===== src/rtl/if_fetch_unit.sv =====
`default_nettype none
// ============================================================================
//  Module   : if_fetch_unit
//  Brief    : Instruction-fetch stage with req/ack imem handshake, prefetch
//             FIFO and wrong-path squashing on MEM-stage redirects.
//  Revision : 1.0  initial release
// ============================================================================
module if_fetch_unit #(
    parameter logic [31:0] RESET_PC   = 32'h0000_0000,
    parameter int          FIFO_DEPTH = 2
) (
    input  logic                          clk,
    input  logic                          rst,
    output logic                          imem_req,
    output logic [31:0]                   imem_addr,
    input  logic                          imem_ack,
    input  logic [31:0]                   imem_rdata,
    input  logic                          redirect_valid,
    input  logic [31:0]                   redirect_pc,
    input  logic                          id_stall,
    output logic                          if_valid,
    output logic [31:0]                   if_pc_incr,
    output logic [31:0]                   if_instr,
    output logic [$clog2(FIFO_DEPTH):0]   fifo_count
);

    localparam int                 c_PTR_W = $clog2(FIFO_DEPTH);
    localparam int                 c_CNT_W = c_PTR_W + 1;
    localparam logic [c_CNT_W-1:0] c_DEPTH = c_CNT_W'(FIFO_DEPTH);

    localparam logic [1:0] c_ST_IDLE    = 2'd0;
    localparam logic [1:0] c_ST_WAIT    = 2'd1;
    localparam logic [1:0] c_ST_DISCARD = 2'd2;

    logic [1:0]         r_state;
    logic [1:0]         w_state_nxt;
    logic [31:0]        r_fetch_pc;
    logic [31:0]        w_pc_nxt;
    logic [31:0]        r_disc_addr;
    logic               r_req;
    logic [31:0]        r_pc_mem  [FIFO_DEPTH];
    logic [31:0]        r_ins_mem [FIFO_DEPTH];
    logic [c_PTR_W-1:0] r_rd_ptr;
    logic [c_PTR_W-1:0] r_wr_ptr;
    logic [c_CNT_W-1:0] r_count;
    logic [c_CNT_W-1:0] w_count_after;
    logic [31:0]        w_pc_plus4;
    logic [31:0]        w_redir_pc;
    logic               w_push;
    logic               w_pop;
    logic               w_enter_discard;

    assign w_pc_plus4    = r_fetch_pc + 32'd4;
    assign w_redir_pc    = redirect_pc & ~32'h0000_0003;
    assign if_valid      = (r_count != '0);
    assign w_push        = (r_state == c_ST_WAIT) & imem_ack & ~redirect_valid;
    assign w_pop         = if_valid & ~id_stall & ~redirect_valid;
    assign w_count_after = r_count + {{c_PTR_W{1'b0}}, w_push}
                                   - {{c_PTR_W{1'b0}}, w_pop};

    always_comb begin
        w_state_nxt     = r_state;
        w_pc_nxt        = r_fetch_pc;
        w_enter_discard = 1'b0;
        case (r_state)
            c_ST_IDLE: begin
                // A redirect here waits one cycle so the request carries the new PC.
                if (redirect_valid) begin
                    w_pc_nxt = w_redir_pc;
                end else if (r_count < c_DEPTH) begin
                    w_state_nxt = c_ST_WAIT;
                end
            end
            c_ST_WAIT: begin
                if (redirect_valid) begin
                    w_pc_nxt = w_redir_pc;
                    if (imem_ack) begin
                        w_state_nxt = c_ST_IDLE;
                    end else begin
                        w_state_nxt     = c_ST_DISCARD;
                        w_enter_discard = 1'b1;
                    end
                end else if (imem_ack) begin
                    w_pc_nxt    = w_pc_plus4;
                    w_state_nxt = (w_count_after < c_DEPTH) ? c_ST_WAIT : c_ST_IDLE;
                end
            end
            c_ST_DISCARD: begin
                if (redirect_valid) begin
                    w_pc_nxt = w_redir_pc;
                end
                if (imem_ack) begin
                    w_state_nxt = c_ST_IDLE;
                end
            end
            default: begin
                w_state_nxt = c_ST_IDLE;
            end
        endcase
    end

    always_ff @(posedge clk or negedge rst) begin
        if (!rst) begin
            r_state     <= c_ST_IDLE;
            r_fetch_pc  <= RESET_PC;
            r_disc_addr <= '0;
            r_req       <= 1'b0;
        end else begin
            r_state    <= w_state_nxt;
            r_fetch_pc <= w_pc_nxt;
            r_req      <= (w_state_nxt != c_ST_IDLE);
            if (w_enter_discard) begin
                r_disc_addr <= r_fetch_pc;
            end
        end
    end

    always_ff @(posedge clk or negedge rst) begin
        if (!rst) begin
            r_rd_ptr <= '0;
            r_wr_ptr <= '0;
            r_count  <= '0;
        end else if (redirect_valid) begin
            r_rd_ptr <= '0;
            r_wr_ptr <= '0;
            r_count  <= '0;
        end else begin
            if (w_push) begin
                r_wr_ptr <= r_wr_ptr + c_PTR_W'(1);
            end
            if (w_pop) begin
                r_rd_ptr <= r_rd_ptr + c_PTR_W'(1);
            end
            r_count <= w_count_after;
        end
    end

    // Storage needs no reset: the head is masked to zero whenever the FIFO is empty.
    always_ff @(posedge clk) begin
        if (w_push) begin
            r_pc_mem[r_wr_ptr]  <= w_pc_plus4;
            r_ins_mem[r_wr_ptr] <= imem_rdata;
        end
    end

    // The squashed request keeps its original address until its ack arrives.
    assign imem_addr  = (r_state == c_ST_DISCARD) ? r_disc_addr : r_fetch_pc;
    assign imem_req   = r_req;
    assign if_pc_incr = if_valid ? r_pc_mem[r_rd_ptr]  : 32'd0;
    assign if_instr   = if_valid ? r_ins_mem[r_rd_ptr] : 32'd0;
    assign fifo_count = r_count;

endmodule
`default_nettype wire

===== config.mk =====
export PLATFORM = sky130hd
export DESIGN_NAME = if_fetch_unit
export DESIGN_NICKNAME = d
export VERILOG_FILES = /design/src/rtl/if_fetch_unit.sv
export SDC_FILE = /design/constraint.sdc
export NUM_CORES = 1
export LEC_CHECK = 0
export ABC_AREA = 1
export CORE_ASPECT_RATIO = 1.25
export CORE_MARGIN = 5
export CORE_UTILIZATION = 25
export DETAILED_ROUTE_END_ITERATION = 6
export SETUP_SLACK_MARGIN = 0.4
export SYNTH_ARGS = -nofsm -noshare
export SYNTH_HDL_FRONTEND = slang
export SYNTH_SLANG_ARGS = --single-unit
export TNS_END_PERCENT = 30

===== constraint.sdc =====
create_clock -name clk -period 8.06 [get_ports clk]
set_clock_uncertainty 0.05 [all_clocks]
set_input_delay 1.209 -clock clk [delete_from_list [all_inputs] [get_ports clk]]
set_output_delay 1.209 -clock clk [all_outputs]
set_load 0.05 [all_outputs]

==> run_summary.xml <==
<?xml version="1.0" encoding="UTF-8"?>
<metrics>
  <group name="status">
    <metric name="run_status" unit="">finished clean</metric>
  </group>
  <group name="worst_setup_path">
    <metric name="crit_path_max_fanout" unit="">45</metric>
    <metric name="timing.reg2reg.setup_slack" unit="ns">5.33</metric>
    <metric name="reg2regPathDepth" unit="">12</metric>
    <metric name="timing_worst_setup_path_type" unit="">reg2out</metric>
    <metric name="end_kind" unit="">output port</metric>
    <metric name="critPathLaunchType" unit="">register</metric>
    <metric name="worstPathRequired" unit="ns">6.80</metric>
    <metric name="critical_path_arrival" unit="ns">2.98</metric>
  </group>
  <group name="route">
    <metric name="vias" unit="">6634</metric>
    <metric name="finalWirelength" unit="mm">24.1</metric>
    <metric name="drt_first_pass_iters" unit="">4</metric>
    <metric name="detail-route-antenna-nets" unit="">0</metric>
    <metric name="route.detailed.drc" unit="">0</metric>
    <metric name="wl_per_cell" unit="um">15.4</metric>
    <metric name="routed_via_density" unit="">4.23</metric>
    <metric name="number_of_drc_markers_after_the_initial_detailed_route_iteration" unit="">318</metric>
  </group>
  <group name="die">
    <metric name="die-height" unit="um">220</metric>
    <metric name="design.core.area" unit="um^2">35100</metric>
    <metric name="start_util" unit="%">25.1</metric>
    <metric name="die_width" unit="um">178</metric>
    <metric name="placementRows" unit="">77</metric>
    <metric name="io_pins" unit="">169</metric>
    <metric name="fp.dieArea" unit="um^2">39100</metric>
  </group>
  <group name="synthesis">
    <metric name="synthTopCellsByArea" unit="">sky130_fd_sc_hd__edfxtp_1 42%, sky130_fd_sc_hd__dfrtp_1 19%, sky130_fd_sc_hd__nand2_1 12%</metric>
    <metric name="post_synth_inst_count" unit="">933</metric>
    <metric name="post_synthesis_sequential_area_ratio" unit="%">61.3</metric>
    <metric name="synth_area" unit="um^2">8810</metric>
    <metric name="avgSynthCellArea" unit="um^2">9.45</metric>
    <metric name="synthesis.yosys.warnings" unit="">0</metric>
    <metric name="post-synth-top-area-cell" unit="">sky130_fd_sc_hd__edfxtp_1</metric>
    <metric name="postSynthRegisterBits" unit="">191</metric>
    <metric name="area_share_of_the_largest_cell_type_after_synthesis" unit="%">42.2</metric>
    <metric name="post_synth_num_cell_types" unit="">34</metric>
  </group>
  <group name="clock_tree">
    <metric name="post-cts-setup-buffer-count" unit="">0</metric>
    <metric name="clock_tree.root_cell" unit="">sky130_fd_sc_hd__clkbuf_16</metric>
    <metric name="cts_stage_hold_buffer_count" unit="">0</metric>
    <metric name="cts.reportedPaths.clkPinSlew" unit="ns">0.07</metric>
    <metric name="cts_tree" unit="">yes</metric>
    <metric name="clock_path_buffers" unit="">2</metric>
    <metric name="clock_tree_sinks" unit="">191</metric>
    <metric name="cts.repair.resized" unit="">0</metric>
    <metric name="tritoncts.num_buffers" unit="">17</metric>
    <metric name="cts.htree.levels" unit="">4</metric>
    <metric name="clock_latency_on_the_worst_skew_pair" unit="ns">0.45</metric>
  </group>
  <group name="cells_and_area">
    <metric name="multi_input_gate_area_in_the_final_layout" unit="um^2">3040</metric>
    <metric name="fraction_of_layout_instances_using_a_drive_strength_above_1" unit="%">7.69</metric>
    <metric name="fin_nets" unit="">1153</metric>
    <metric name="antenna-diode-count" unit="">0</metric>
    <metric name="register_area" unit="um^2">5400</metric>
    <metric name="syn2layout_area_growth" unit="%">29.9</metric>
    <metric name="layout.cells.most_common" unit="">sky130_fd_sc_hd__nand2_1</metric>
    <metric name="most-common-layout-cells" unit="">292 x sky130_fd_sc_hd__nand2_1, 161 x sky130_fd_sc_hd__clkdlybuf4s50_1, 124 x sky130_fd_sc_hd__edfxtp_1, 108 x sky130_fd_sc_hd__a21oi_1, 105 x sky130_fd_sc_hd__nor2_1</metric>
    <metric name="nFillCells" unit="">3594</metric>
  </group>
  <group name="grt">
    <metric name="groute.usage.overall" unit="%">12.5</metric>
    <metric name="grtUsageMet1" unit="%">15.5</metric>
    <metric name="globalRoute.busiestLayer" unit="">met2</metric>
    <metric name="wire_length_of_the_first_global_routing_pass" unit="mm">37.0</metric>
    <metric name="first_global_vias" unit="">6435</metric>
    <metric name="grt_util_met3" unit="%">3.65</metric>
    <metric name="grt_remaining_overflow" unit="">0</metric>
    <metric name="grt_antenna_before_repair" unit="">0</metric>
    <metric name="grt_util_met2" unit="%">20.3</metric>
    <metric name="pin_count_of_the_biggest_net_entering_global_routing" unit="">68</metric>
  </group>
  <group name="sta">
    <metric name="post-route-period-util" unit="%">52.6</metric>
    <metric name="final-setup-viol-count" unit="">0</metric>
    <metric name="maxSlewHeadroom" unit="%">29.9</metric>
    <metric name="timing_worst_slew_pin_value" unit="ns">1.05</metric>
    <metric name="timing_max_transition_violations_final" unit="">0</metric>
    <metric name="holdWs" unit="ns">0.439</metric>
    <metric name="unrepaired_setup_endpoints_after_global_routing" unit="">false</metric>
    <metric name="maxClockFrequency" unit="MHz">236</metric>
    <metric name="setup_tns" unit="ns">0</metric>
    <metric name="fin_crit" unit="ns">4.24</metric>
    <metric name="finalHoldViolations" unit="">0</metric>
  </group>
  <group name="power_and_ir_drop">
    <metric name="largest_vdd_supply_drop" unit="V">0.000155</metric>
    <metric name="p_per_area" unit="nW/um^2">249</metric>
    <metric name="static-leakage-power" unit="nW">4.52</metric>
    <metric name="design_power_total" unit="W">0.00285</metric>
  </group>
  <group name="placed_design">
    <metric name="dp_hpwl" unit="mm">17.1</metric>
    <metric name="global_placer_s_final_weighted_congestion" unit="">0.878</metric>
    <metric name="place.port_buffers" unit="">162</metric>
  </group>
  <group name="job">
    <metric name="maxCapViolCount" unit="">0</metric>
  </group>
  <group name="min_path">
    <metric name="worst_hold_path.num_cells" unit="">2</metric>
    <metric name="hold_path.class" unit="">reg2reg</metric>
  </group>
</metrics>
==> final timing paths <==
kind | startpoint | end
setup / recovery | r_rd_ptr | if_pc_incr[18]
hold / removal | r_disc_addr[13] | r_disc_addr[13]
setup reg to reg | fifo_count[1] | imem_req
hold reg to reg | r_disc_addr[13] | r_disc_addr[13]
max in group asynchronous | rst | r_rd_ptr
min in group asynchronous | rst | r_disc_addr[3]
==> where the power goes <==
part           internal, W  switching (W)
clock network     0.000397       0.000383
logic             0.000255       0.000582
registers          0.00116      0.0000703
total              0.00182        0.00104
==> final cells by class <==
type                            count  area share, %
Multi-Input combinational cell    647           26.6
Sequential cell                   191           47.2
Clock buffer                       20           3.82
Inverter                           52           1.72
Tap cell                          474           5.18
Timing Repair Buffer              172           14.8
Clock inverter                     11          0.732
==> through the flow <==
step                      instance area, um^2  worst slack (ns)  util, %  std cells
after global routing                    11400              3.59     32.6       1567
after global placement                  10900              4.17     31.2       1536
final                                   11400              3.82     32.6       1567
after CTS                               11400              3.69     32.6       1567
after floorplan                          8820              1.70        -        936
after detailed placement                10900              4.11     31.2       1536
==> cells by family (layout without fill, tap and decap cells) <==
family,Yosys count,after routing,synth area share (%)
buffers and inverters,98,255,4.59
XOR/XNOR,9,9,0.894
adder cells (fa/ha/maj),3,3,0.426
other,1,4,0.0425
AND/OR/NAND/NOR,461,461,22.7
flip-flops,191,191,61.3
AO/OA/AOI/OAI,170,170,10.0
==> metal layers <==
| metal | vias up | wire (um) |
|---|---|---|
| li1 | 3367 | - |
| met1 | 3071 | 10300 |
| met2 | 163 | 11500 |
| met3 | 33 | 1620 |
| met4 | 0 | 651 |
| met5 | - | 0 |
==> critical path: stages, from the launching register on <==
cell and delay, ns:
sky130_fd_sc_hd__dfrtp_2 0.41, sky130_fd_sc_hd__inv_2 0.30, sky130_fd_sc_hd__buf_4 0.53, sky130_fd_sc_hd__nand2_1 0.10, sky130_fd_sc_hd__a21oi_1 0.30, sky130_fd_sc_hd__clkdlybuf4s50_1 0.87
==> sequential cells by signal, summed over array words and instances (netlist names) <==
signal,flops
r_disc_addr,30
r_ins_mem,64
r_rd_ptr,1
r_fetch_pc,30
r_state,2
fifo_count,2
imem_req,1
r_pc_mem,60
r_wr_ptr,1
==> cells in the mapped netlist, drive strengths merged <==
cell type and number:
a211oi 1, a21oi 109, a31oi 2, and2 2, buf 18, clkbuf 28
clkinv 1, conb 1, dfrtp 67, edfxtp 124, ha 3, inv 51
nand2 311, nand3 24, nand3b 2, nor2 120, nor3 2, o21ai 49
o22ai 9, xnor2 2, xor2 7
Note: power is estimated with default switching activity, not from simulation.
